<file path="src/rtl/serial_packer_pkg.sv">
// Shared types and sizing helpers for the serial word packer.
// Optional parity output is enabled with SERIAL_PACKER_PARITY_EN.
package serial_packer_pkg;

  typedef enum logic {
    FILL  = 1'b0,
    STALL = 1'b1
  } state_t;

  localparam int COUNT_W = 8;

  function automatic int cnt_w(input int width);
    return (width > 1) ? $clog2(width) : 1;
  endfunction

endpackage

</file>
<file path="src/rtl/serial_shift_reg.sv">
// Serial-in parallel-out shift register feeding the word packer.
// word_next is the word as it will look once bit_in is shifted in.
module serial_shift_reg #(
  parameter int WIDTH     = 8,
  parameter bit MSB_FIRST = 1'b0
) (
  input  logic             clk,
  input  logic             rst,
  input  logic             en,
  input  logic             bit_in,
  output logic [WIDTH-1:0] word,
  output logic [WIDTH-1:0] word_next
);

  // first bit must end at the chosen end after WIDTH shifts
  generate
    if (MSB_FIRST) begin : g_msb
      assign word_next = {word[WIDTH-2:0], bit_in};
    end else begin : g_lsb
      assign word_next = {bit_in, word[WIDTH-1:1]};
    end
  endgenerate

  // shift only on an accepted bit so idle X on bit_in never lands
  always_ff @(posedge clk or posedge rst) begin
    if (rst) begin
      word <= '0;
    end else if (en) begin
      word <= word_next;
    end
  end

endmodule

</file>
<file path="src/rtl/serial_word_packer.sv">
// Packs a serial bit stream into WIDTH-bit words with a valid/ready output.
// Define SERIAL_PACKER_PARITY_EN to add the registered word_parity port.
module serial_word_packer
  import serial_packer_pkg::*;
#(
  parameter int WIDTH     = 8,
  parameter bit MSB_FIRST = 1'b0
) (
  input  logic               clk,
  input  logic               rst,
  input  logic               bit_in,
  input  logic               bit_valid,
  output logic               bit_ready,
  output logic [WIDTH-1:0]   word_out,
  output logic               word_valid,
  input  logic               word_ready,
  output logic [COUNT_W-1:0] word_count
`ifdef SERIAL_PACKER_PARITY_EN
  ,
  output logic               word_parity
`endif
);

  localparam int CNT_W = cnt_w(WIDTH);
  localparam logic [CNT_W-1:0] LAST = CNT_W'(WIDTH - 1);

  state_t           state;
  logic [CNT_W-1:0] cnt;
  logic [WIDTH-1:0] sr_word;
  logic [WIDTH-1:0] sr_next;
  logic             accept;
  logic             take;
  logic             last;
  logic             load_fill;
  logic             load_stall;
  logic             load;
  logic [WIDTH-1:0] load_word;

  assign bit_ready  = (state == FILL);
  assign accept     = bit_valid & bit_ready;
  assign take       = word_valid & word_ready;
  assign last       = (cnt == LAST);
  assign load_fill  = accept & last & (~word_valid | word_ready);
  assign load_stall = (state == STALL) & take;
  assign load       = load_fill | load_stall;
  assign load_word  = load_stall ? sr_word : sr_next;

  serial_shift_reg #(
    .WIDTH     (WIDTH),
    .MSB_FIRST (MSB_FIRST)
  ) u_sr (
    .clk       (clk),
    .rst       (rst),
    .en        (accept),
    .bit_in    (bit_in),
    .word      (sr_word),
    .word_next (sr_next)
  );

  // fill/stall control, bit counter, output register and word counter
  always_ff @(posedge clk or posedge rst) begin
    if (rst) begin
      state      <= FILL;
      cnt        <= '0;
      word_out   <= '0;
      word_valid <= 1'b0;
      word_count <= '0;
    end else begin
      if (load) begin
        word_out   <= load_word;
        word_valid <= 1'b1;
      end else if (take) begin
        word_valid <= 1'b0;
      end
      if (take) begin
        word_count <= word_count + COUNT_W'(1);
      end
      unique case (state)
        FILL: begin
          if (accept) begin
            if (!last) begin
              cnt <= cnt + CNT_W'(1);
            end else begin
              cnt <= '0;
              if (!load_fill) begin
                state <= STALL;
              end
            end
          end
        end
        STALL: begin
          if (take) begin
            state <= FILL;
          end
        end
      endcase
    end
  end

`ifdef SERIAL_PACKER_PARITY_EN
  // parity travels with word_out so it always describes the held word
  always_ff @(posedge clk or posedge rst) begin
    if (rst) begin
      word_parity <= 1'b0;
    end else if (load) begin
      word_parity <= ^load_word;
    end
  end
`endif

endmodule

</file>
<file path="config.mk">
export PLATFORM = sky130hd
export DESIGN_NAME = serial_word_packer
export DESIGN_NICKNAME = d
export VERILOG_FILES = /design/src/rtl/serial_packer_pkg.sv /design/src/rtl/serial_shift_reg.sv /design/src/rtl/serial_word_packer.sv
export SDC_FILE = /design/constraint.sdc
export NUM_CORES = 1
export LEC_CHECK = 0
export ABC_CLOCK_PERIOD_IN_PS = 4800
export CAP_MARGIN = 10
export CELL_PAD_IN_SITES_DETAIL_PLACEMENT = 1
export CELL_PAD_IN_SITES_GLOBAL_PLACEMENT = 1
export CORE_MARGIN = 8
export CORE_UTILIZATION = 40
export DETAILED_ROUTE_END_ITERATION = 10
export PLACE_DENSITY = 0.69
export SLEW_MARGIN = 5
export SYNTH_ARGS = -nofsm -noshare
export SYNTH_HDL_FRONTEND = slang
export SYNTH_HIERARCHICAL = 1
export SYNTH_SLANG_ARGS = --single-unit
</file>
<file path="constraint.sdc">
create_clock -name clk -period 4.8 [get_ports clk]
set_clock_uncertainty 0.1 [all_clocks]
set_input_delay 0.72 -clock clk [delete_from_list [all_inputs] [get_ports clk]]
set_output_delay 0.72 -clock clk [all_outputs]
set_load 0.005 [all_outputs]
</file>
==> metrics, run 1 <==
run status complete, no violations; initial antenna violation count 0; CP Class reg2out; ANT cells 0; top cells by area, synth dfrtp_1 (50%), mux2_4 (17%), mux2_2 (9.4%); Die Area approximately 5800 sq um; layout cell share with drive strength beyond 1 between 30% and 40%; Hold Buf Count CTS 0; TritonCTS Buffers 5; Rows 22; Critical Path End Type output pin; I/O pin count 23; Post-Syn Area per Cell around 14 sq um; Starting Density between 40% and 50%; Comb pwr share 37.7%; CTS tree yes; largest net degree at the start of global routing 22; R2R setup slack 2900 ps; RSZ-0062 raised after global routing no; Setup Viol. Count Final 0; WHS Path Cells 1; Flop pwr share 42.2%; total gr overflow 0; Leak Pwr 0.772 nW; first-pass GRT wire length 4.83 mm; final non-filler cell total approximately 170; Die W 76.0 um; Syn Inst Count 100; synth warn 6; Clock Path Buffers 2; placed cell count 160; Die Y 76.0 um; switching power 295 uW; Layout Nets roughly 130; via count around 810; Core Area between 3000 and 4000 sq um; number of global-route vias before repair between 900 and 1k; sw frac between 20% and 30%; Crit path required time around 4000 ps; critical path's top delay family buffers and inverters; Mapped Area about 1400 sq um; Yosys top cell area share between 50% and 60%; Crit path buffers/inverters 1; PwrDens 599 nW/um^2; Post-synth top cells dfrtp_1 (29), mux2_4 (16), mux2_2 (12), buf_4 (9), xnor2_1 (7); sequential fraction of the synthesis area about half; Yosys reg bits 29; P_int around 750 uW; Final period util 47.4%; ys async rst share 100%; Worst Hold End word_count[7]; CTS Sinks 29; hpwl dp 1.93 mm; WL per Instance about 16 um; worst r2r path cells 5; clock slew seen by the registers of the worst setup and hold paths ~100 ps; R2R Path Start cnt[0]; I/O Buffers 22; GP Congestion 0.689; gr usage total a little over a tenth; Slowest Stage Delay on Critical Path around 580 ps; Pre-antenna DRT Iters 2; H-tree levels 2; Max transition margin ~44%; startpoint class of the critical path flip-flop; post-synth net total roughly 110; Synth Flop Type dfrtp_1; post-synth top area cell dfrtp_1; DRC 0; number of synthesized flops with an enable pin 0; Max stage delay cell, worst path clkdlybuf4s50_1; area growth from synthesis to layout 20.4%; crit path DAT ~1500 ps; hold path startpoint word_count[7]; DR vias/cell between 4 and 5; Post-CTS Repair Setup Buffers 0; Peak VDD IR ~0.28 mV; Final Hold Fails 0; Slew @ Worst Pin approximately 830 ps; fmax 440 MHz; max-slew violations 0; cell with the most instances after synthesis dfrtp_1; Root Driver clkbuf_4; FF-to-FF End word_out[3]; critical path fanouts, max 10; 1st-iter DRT viols 25; max cap viols 0; Final ANT Viol Nets 0; Post-Route WL approximately 2.7 mm; CP Cell Sequence clkdlybuf4s50_1; Hold Crit Class reg2reg; Clock power frac approximately a fifth; clock period minus worst slack about 2300 ps; TNS Setup 0 ps; cts repair resizes 0; clk_lat worst skew approximately 330 ps; Distinct cells, synth 22
per-stage QoR:
step | hold slack (ps) | cell area, sq um | setup WS, ps | power, mW | utilization, %
6_report | 379 | 1740 | 2530 | 1.04 | 48.9
5_1_grt | 428 | 1740 | 2460 | 1.11 | 48.9
3_5_place_dp | 369 | 1640 | 1880 | 0.844 | 46.3
4_1_cts | 385 | 1730 | 2250 | 1.06 | 48.7
2_1_floorplan | 368 | 1440 | 3100 | 0.713 | -
3_3_place_gp | 361 | 1640 | 1990 | 0.822 | 46.3
kinds of logic after synthesis:
| family | share of synthesized area, % |
|---|---|
| adder cells (fa/ha/maj) | 2.60 |
| buffers and inverters | 6.25 |
| AO/OA/AOI/OAI | 1.91 |
| multiplexers | 26.0 |
| flip-flops | 50.3 |
| XOR/XNOR | 4.25 |
| AND/OR/NAND/NOR | 8.59 |
cell usage in the layout, fill, tap and decap left out, drive strengths merged:
| cell type | instances |
|---|---|
| clkdlybuf4s50 | 22 |
| xnor2 | 7 |
| a31oi | 1 |
| nand3 | 3 |
| and4 | 1 |
| inv | 3 |
| bufinv | 1 |
| nand4 | 3 |
| nand3b | 1 |
| ha | 3 |
| nor2 | 1 |
| mux2 | 28 |
| nor2b | 2 |
| buf | 1 |
| nand2 | 3 |
| a21oi | 2 |
| clkbuf | 7 |
| and3 | 2 |
| or2 | 1 |
| dfrtp | 29 |
state kept, by name (all words and copies together) (netlist names):
signal / flops
state: 1
cnt: 3
word_count: 8
word_out: 8
u_sr/word: 8
word_valid: 1
worst reg2reg max path, stage by stage (launching register included):
cell and delay, ps:
dfrtp_1 390, ha_1 170, ha_1 260, nand3b_4 110, a21oi_4 420, mux2_4 340
power by group through the flow:
stage          clock [mW]  combinational [mW]  sequential (mW)
2_1_floorplan           0               0.292            0.421
3_3_place_gp            0               0.382            0.441
3_5_place_dp            0               0.400            0.444
4_1_cts             0.216               0.402            0.440
5_1_grt             0.227               0.431            0.457
6_report            0.209               0.393            0.439
how the worst max path moves through the flow:
stage	from	endpoint	slack, ps	depth (start not counted)
final	word_valid	word_valid	2530	1
after global routing	word_valid	word_valid	2460	1
after CTS	bit_valid	cnt[2]	2250	3
after detailed placement	bit_valid	cnt[2]	1880	3
after global placement	bit_valid	cnt[0]	1990	3
after floorplan	bit_valid	u_sr/word[0]	3100	3
routing by layer:
metal  share of wire (%)  track usage, %
met1                  43            12.0
met2                  50            16.0
met3                 5.1            5.54
met4                 1.7            4.12
met5                   0               0
final cells by class:
cell class,count,area [sq um]
Fill cell,375,1820
Sequential cell,29,726
Multi-Input combinational cell,58,626
Timing Repair Buffer,23,228
Tap cell,48,60.1
Clock buffer,7,55.1
Clock inverter,1,30.0
Inverter,3,11.3
Note: power is estimated with default switching activity, not from simulation.
==> run 2, diff against run 1 <==
- ABC_CLOCK_PERIOD_IN_PS: 4800 -> 1990
- CORE_UTILIZATION: 40 -> 39
- PLACE_DENSITY: 0.69 -> 0.71
- clock period: 4.8 -> 1.99 ns (I/O delays scaled with it)
==> metrics, run 2 (synthesis results as in run 1) <==
run status complete, no violations; TNS Setup 0 ps (unchanged); Final period util 91.9%; Pre-antenna DRT Iters 2 (unchanged); Clock Path Buffers 2 (unchanged); routed wl met2 1.26 mm (-6.3%); Setup Viol. Count Final 0 (unchanged); highest metal layer with signal wires met4; crit path DAT 1890 ps (+440 ps); Max transition margin 69.8% (+25 points); worst r2r path cells 5 (unchanged); CP Class reg2reg; R2R setup slack 160 ps (-2740 ps); Comb pwr share 38.0% (+0.3 points); CP Cell Sequence ha_1 > ha_1 > nand3b_4 > a21oi_4 > mux2_4; max-slew violations 0 (unchanged); total gr overflow 0 (unchanged); DR WL met3 136 um (-0.73%); CTS tree yes; Largest regs u_sr/word: 8 flops, word_count: 8 flops, word_out: 8 flops; RSZ-0062 raised after global routing no; pre-CTS WS 95.7 ps (-1790 ps); I/O Buffers 22 (unchanged); Final Hold Fails 0 (unchanged); clock period minus worst slack 1830 ps; Post-CTS Repair Setup Buffers 0 (unchanged); max cap viols 0 (unchanged); clock slew seen by the registers of the worst setup and hold paths 60 ps (-40 ps); Clock power frac 19.3% (-0.8 points); 1st-iter DRT viols 28 (+12%); most frequent cell on the critical path ha_1; placed cell count 163 (+1.9%); Leak Pwr 0.780 nW (+1.1%); layout cell share with drive strength beyond 1 35.2% (+0.54 points); fmax approximately 550 MHz; fin worst setup slack 162 ps (-2360 ps); final non-filler cell total 170 (+0.59%); Die Area 5900 sq um (+2.0%); Crit path required time 2050 ps (-1930 ps); Die W 76.8 um (+1.0%); gr usage total 9.65% (-0.84 points); initial antenna violation count 0 (unchanged); Starting Density 40.0% (-0.62 points); Die Y 76.8 um (+1.0%); Flop pwr share 42.7% (+0.5 points); DRC 0 (unchanged); sw frac 28.8% (+0.47 points); area growth from synthesis to layout 21.5%; PwrDens 1420 nW/um^2 (+140%); FF-to-FF End word_out[1]; Slowest Stage Delay on Critical Path 380 ps (-200 ps); ANT cells 0 (unchanged); P_int 1.77 mW (+140%); DR vias/cell 4.65 (-3.2%); largest net degree at the start of global routing 12 (-45%); met1 WL 1.25 mm (+6.9%); Final ANT Viol Nets 0 (unchanged); WL per Instance 15.7 um (-2.0%); R2R Path Start cnt[0]; Layout Nets 130 (+1.6%); CTS Sinks 29 (unchanged); Slew @ Worst Pin 452 ps (-381 ps); fin area 1750 sq um (+0.94%); cts repair resizes 0 (unchanged); critical path's top delay family adder cells; Root Driver clkbuf_8; Post-Route WL 2.66 mm (-1.4%); Core Area 3610 sq um (+1.6%); crit path from cnt[0]; I/O pin count 23 (unchanged); Critical Path End Type flip-flop; Sequential Area 726 sq um (unchanged); Design Power 2.49 mW (+140%); multi-input logic area 626 sq um (unchanged); filler cell count in the final layout 363 (-3.2%); Rows 22 (unchanged); Crit path buffers/inverters 0 (-1); most frequent cells in the layout dfrtp_1 (29), clkdlybuf4s50_1 (22), mux2_4 (16); clk_lat worst skew 270 ps (-60 ps); H-tree levels 2 (unchanged); startpoint class of the critical path flip-flop; GP Congestion 0.674 (-2.2%); first-pass GRT wire length 4.45 mm (-7.9%); Placement Cell Area 1670 sq um (+1.4%); commonest non-fill, non-tap cell in the layout dfrtp_1; Hold Crit Class in2async; Hold Buf Count CTS 0 (unchanged); Max stage delay cell, worst path dfrtp_1; TritonCTS Buffers 5 (unchanged); Peak VDD IR 0.555 mV (+100%); via count 790 (-2.6%); switching power 718 uW (+140%); number of global-route vias before repair 854 (-8.0%); critical path fanouts, max 9 (-1); hpwl dp 1.94 mm (+0.31%)
run 2: cell count changes in the layout (fill, tap and decap cells not counted), sizes merged:
cell	change
bufinv	-1
buf	+2
run 2: how the worst max path moves through the flow:
| stage | end | slack (ps) | cells past startpoint |
|---|---|---|---|
| 5_1_grt | word_out[4] | 20 | 5 |
| 3_5_place_dp | word_out[4] | 100 | 4 |
| 4_1_cts | word_out[4] | 150 | 5 |
| 3_3_place_gp | word_out[7] | 120 | 4 |
| 6_report | word_out[1] | 160 | 5 |
| 2_1_floorplan | word_out[0] | 330 | 5 |
run 2: cell type report:
type | instances | area share, %
Inverter | 3 | 0.643
Timing Repair Buffer | 25 | 13.9
Tap cell | 48 | 3.43
Multi-Input combinational cell | 58 | 35.7
Clock buffer | 7 | 4.93
Sequential cell | 29 | 41.4
run 2: power groups by stage:
| stage | clock network (mW) | registers, mW | logic (mW) |
|---|---|---|---|
| 2_1_floorplan | 0 | 1.01 | 0.704 |
| 5_1_grt | 0.525 | 1.11 | 1.03 |
| 4_1_cts | 0.496 | 1.07 | 0.971 |
| 3_3_place_gp | 0 | 1.07 | 0.932 |
| 6_report | 0.480 | 1.06 | 0.948 |
| 3_5_place_dp | 0 | 1.07 | 0.962 |
run 2: per-stage QoR:
step | util (%) | hold slack [ps]
after CTS | 48.6 | 219
after global placement | 46.2 | 361
after floorplan | - | 14.2
after global routing | 48.6 | 246
final | 48.6 | 204
after detailed placement | 46.2 | 371
run 2: layer usage:
| layer | up-vias | track usage (%) |
|---|---|---|
| met1 | 392 | 11.3 |
| li1 | 384 | - |
| met3 | 2 | 5.13 |
| met5 | - | 0 |
| met4 | 0 | 3.46 |
| met2 | 12 | 14.5 |
==> run 3, diff against run 2 <==
- CORE_UTILIZATION: 39 -> 40
- CTS_BUF_LIST: unset -> sky130_fd_sc_hd__clkbuf_4 sky130_fd_sc_hd__clkbuf_8
- PLACE_DENSITY: 0.71 -> 0.72
==> metrics, run 3 (synthesis results as in run 1) <==
layout cell share with drive strength beyond 1 37.1% (+1.9 points); Hold Crit Class in2async; via count 816 (+3.3%); multi-input logic area 626 sq um (unchanged); final non-filler cell total 172 (+1.2%); Slowest Stage Delay on Critical Path 570 ps (+190 ps); WL per Instance 14.6 um (-7.0%); Die Y 76.0 um (-1.0%); area growth from synthesis to layout 20.9%; GP Congestion 0.700 (+3.8%); placed cell count 164 (+0.61%); I/O pin count 23 (unchanged); number of global-route vias before repair 899 (+5.3%); Post-Route WL 2.51 mm (-5.9%); Clock Path Buffers 2 (unchanged); crit path from word_valid; Final Hold Fails 0 (unchanged); Design Power 2.39 mW (-3.9%); TritonCTS Buffers 5 (unchanged); gr usage total 9.33% (-0.32 points); Root Driver clkbuf_4; commonest non-fill, non-tap cell in the layout dfrtp_1; fmax 544 MHz (-0.52%); PwrDens 1370 nW/um^2 (-3.4%); DR vias/cell 4.74 (+2.1%); Post-CTS Repair Setup Buffers 0 (unchanged); fin worst setup slack 152 ps (-9.59 ps); CTS Sinks 29 (unchanged); clk_lat worst skew 320 ps (+50 ps); hpwl dp 1.90 mm (-2.0%); Final period util 92.3% (+0.48 points); Critical Path End Type output pin; Starting Density 40.6% (+0.62 points); Die Area 5780 sq um (-2.0%); WP depth 1 (-4); most frequent cells in the layout dfrtp_1 (29), clkdlybuf4s50_1 (22), mux2_4 (16); Core Area 3550 sq um (-1.5%); critical path fanouts, max 10 (+1); H-tree levels 2 (unchanged); crit path DAT 1440 ps (-450 ps); Peak VDD IR 0.670 mV (+21%); Layout Nets 131 (+0.77%); largest net degree at the start of global routing 22 (+10); Crit path buffers/inverters 1 (+1); Hold Buf Count CTS 0 (unchanged); Slew @ Worst Pin 408 ps (-44.4 ps); Largest regs u_sr/word: 8 flops, word_count: 8 flops, word_out: 8 flops; RSZ-0062 raised after global routing no; Max stage delay cell, worst path clkdlybuf4s50_1; cts repair resizes 0 (unchanged); I/O Buffers 22 (unchanged); Setup Viol. Count Final 0 (unchanged); Rows 22 (unchanged); run status complete, no violations; pre-CTS WS 87.7 ps (-8.01 ps); total gr overflow 0 (unchanged); worst r2r path cells 5 (unchanged); Sequential Area 726 sq um (unchanged); clock slew seen by the registers of the worst setup and hold paths 90 ps (+30 ps); initial antenna violation count 0 (unchanged); critical path's top delay family buffers and inverters; ANT cells 0 (unchanged); max-slew violations 0 (unchanged); R2R Path Start cnt[0]; TNS Setup 0 ps (unchanged); CP Class reg2out; filler cell count in the final layout 349 (-3.9%); max cap viols 0 (unchanged); DRC 0 (unchanged); CTS tree yes; 1st-iter DRT viols 47 (+68%); Crit path required time 1590 ps (-460 ps); Max transition margin 72.7% (+2.9 points); Leak Pwr 0.782 nW (+0.24%); clock period minus worst slack 1840 ps (+9.59 ps); Final ANT Viol Nets 0 (unchanged); first-pass GRT wire length 4.35 mm (-2.3%); startpoint class of the critical path flip-flop; Fin Hold WS 145 ps (-58.1 ps); Die W 76.0 um (-1.0%); Pre-antenna DRT Iters 2 (unchanged); CP Cell Sequence clkdlybuf4s50_1
-- run 3: cell types whose count changed in the layout (fill, tap and decap cells not counted), sizes merged --
cell    before  now
buf          3    4
clkinv       0    1
-- run 3: stage by stage --
step	instance area, sq um	util, %
finish	1740	49.1
global route	1740	49.1
CTS	1740	49.1
detailed placement	1670	47.1
global placement	1670	47.1
floorplan	1440	-
-- run 3: area by class of cell --
cell class	count	share of cell area [%]
clock buffers	7	3.73
clock inverters	1	0.287
inverters	3	0.646
multi-input cells	58	35.9
flip-flops and latches	29	41.6
well taps	48	3.45
repair buffers	26	14.4
-- run 3: worst paths after layout --
path / endpoint / slack, ps
setup / recovery: word_valid / 150
hold / removal: u_sr/word[6] / 150
setup reg to reg: word_out[5] / 200
hold reg to reg: word_count[7] / 380
max in group asynchronous: word_out[7] / 1340
min in group clk: word_count[7] / 380
-- run 3: power by group --
group | internal [mW] | leakage, nW | switching [mW] | total, mW
Sequential | 0.832 | 0.358 | 0.228 | 1.06
Combinational | 0.669 | 0.382 | 0.264 | 0.933
Clock | 0.205 | 0.0413 | 0.197 | 0.401
Total | 1.71 | 0.782 | 0.689 | 2.39
-- run 3: routing by layer --
metal,part of all wire (%),wire length (um),GRT usage (%),up-vias
met5,0,0,0,-
met4,1.9,48,5.29,0
met3,5.7,144,4.01,8
met2,50,1250,14.7,15
met1,43,1070,10.2,407
li1,-,-,-,386
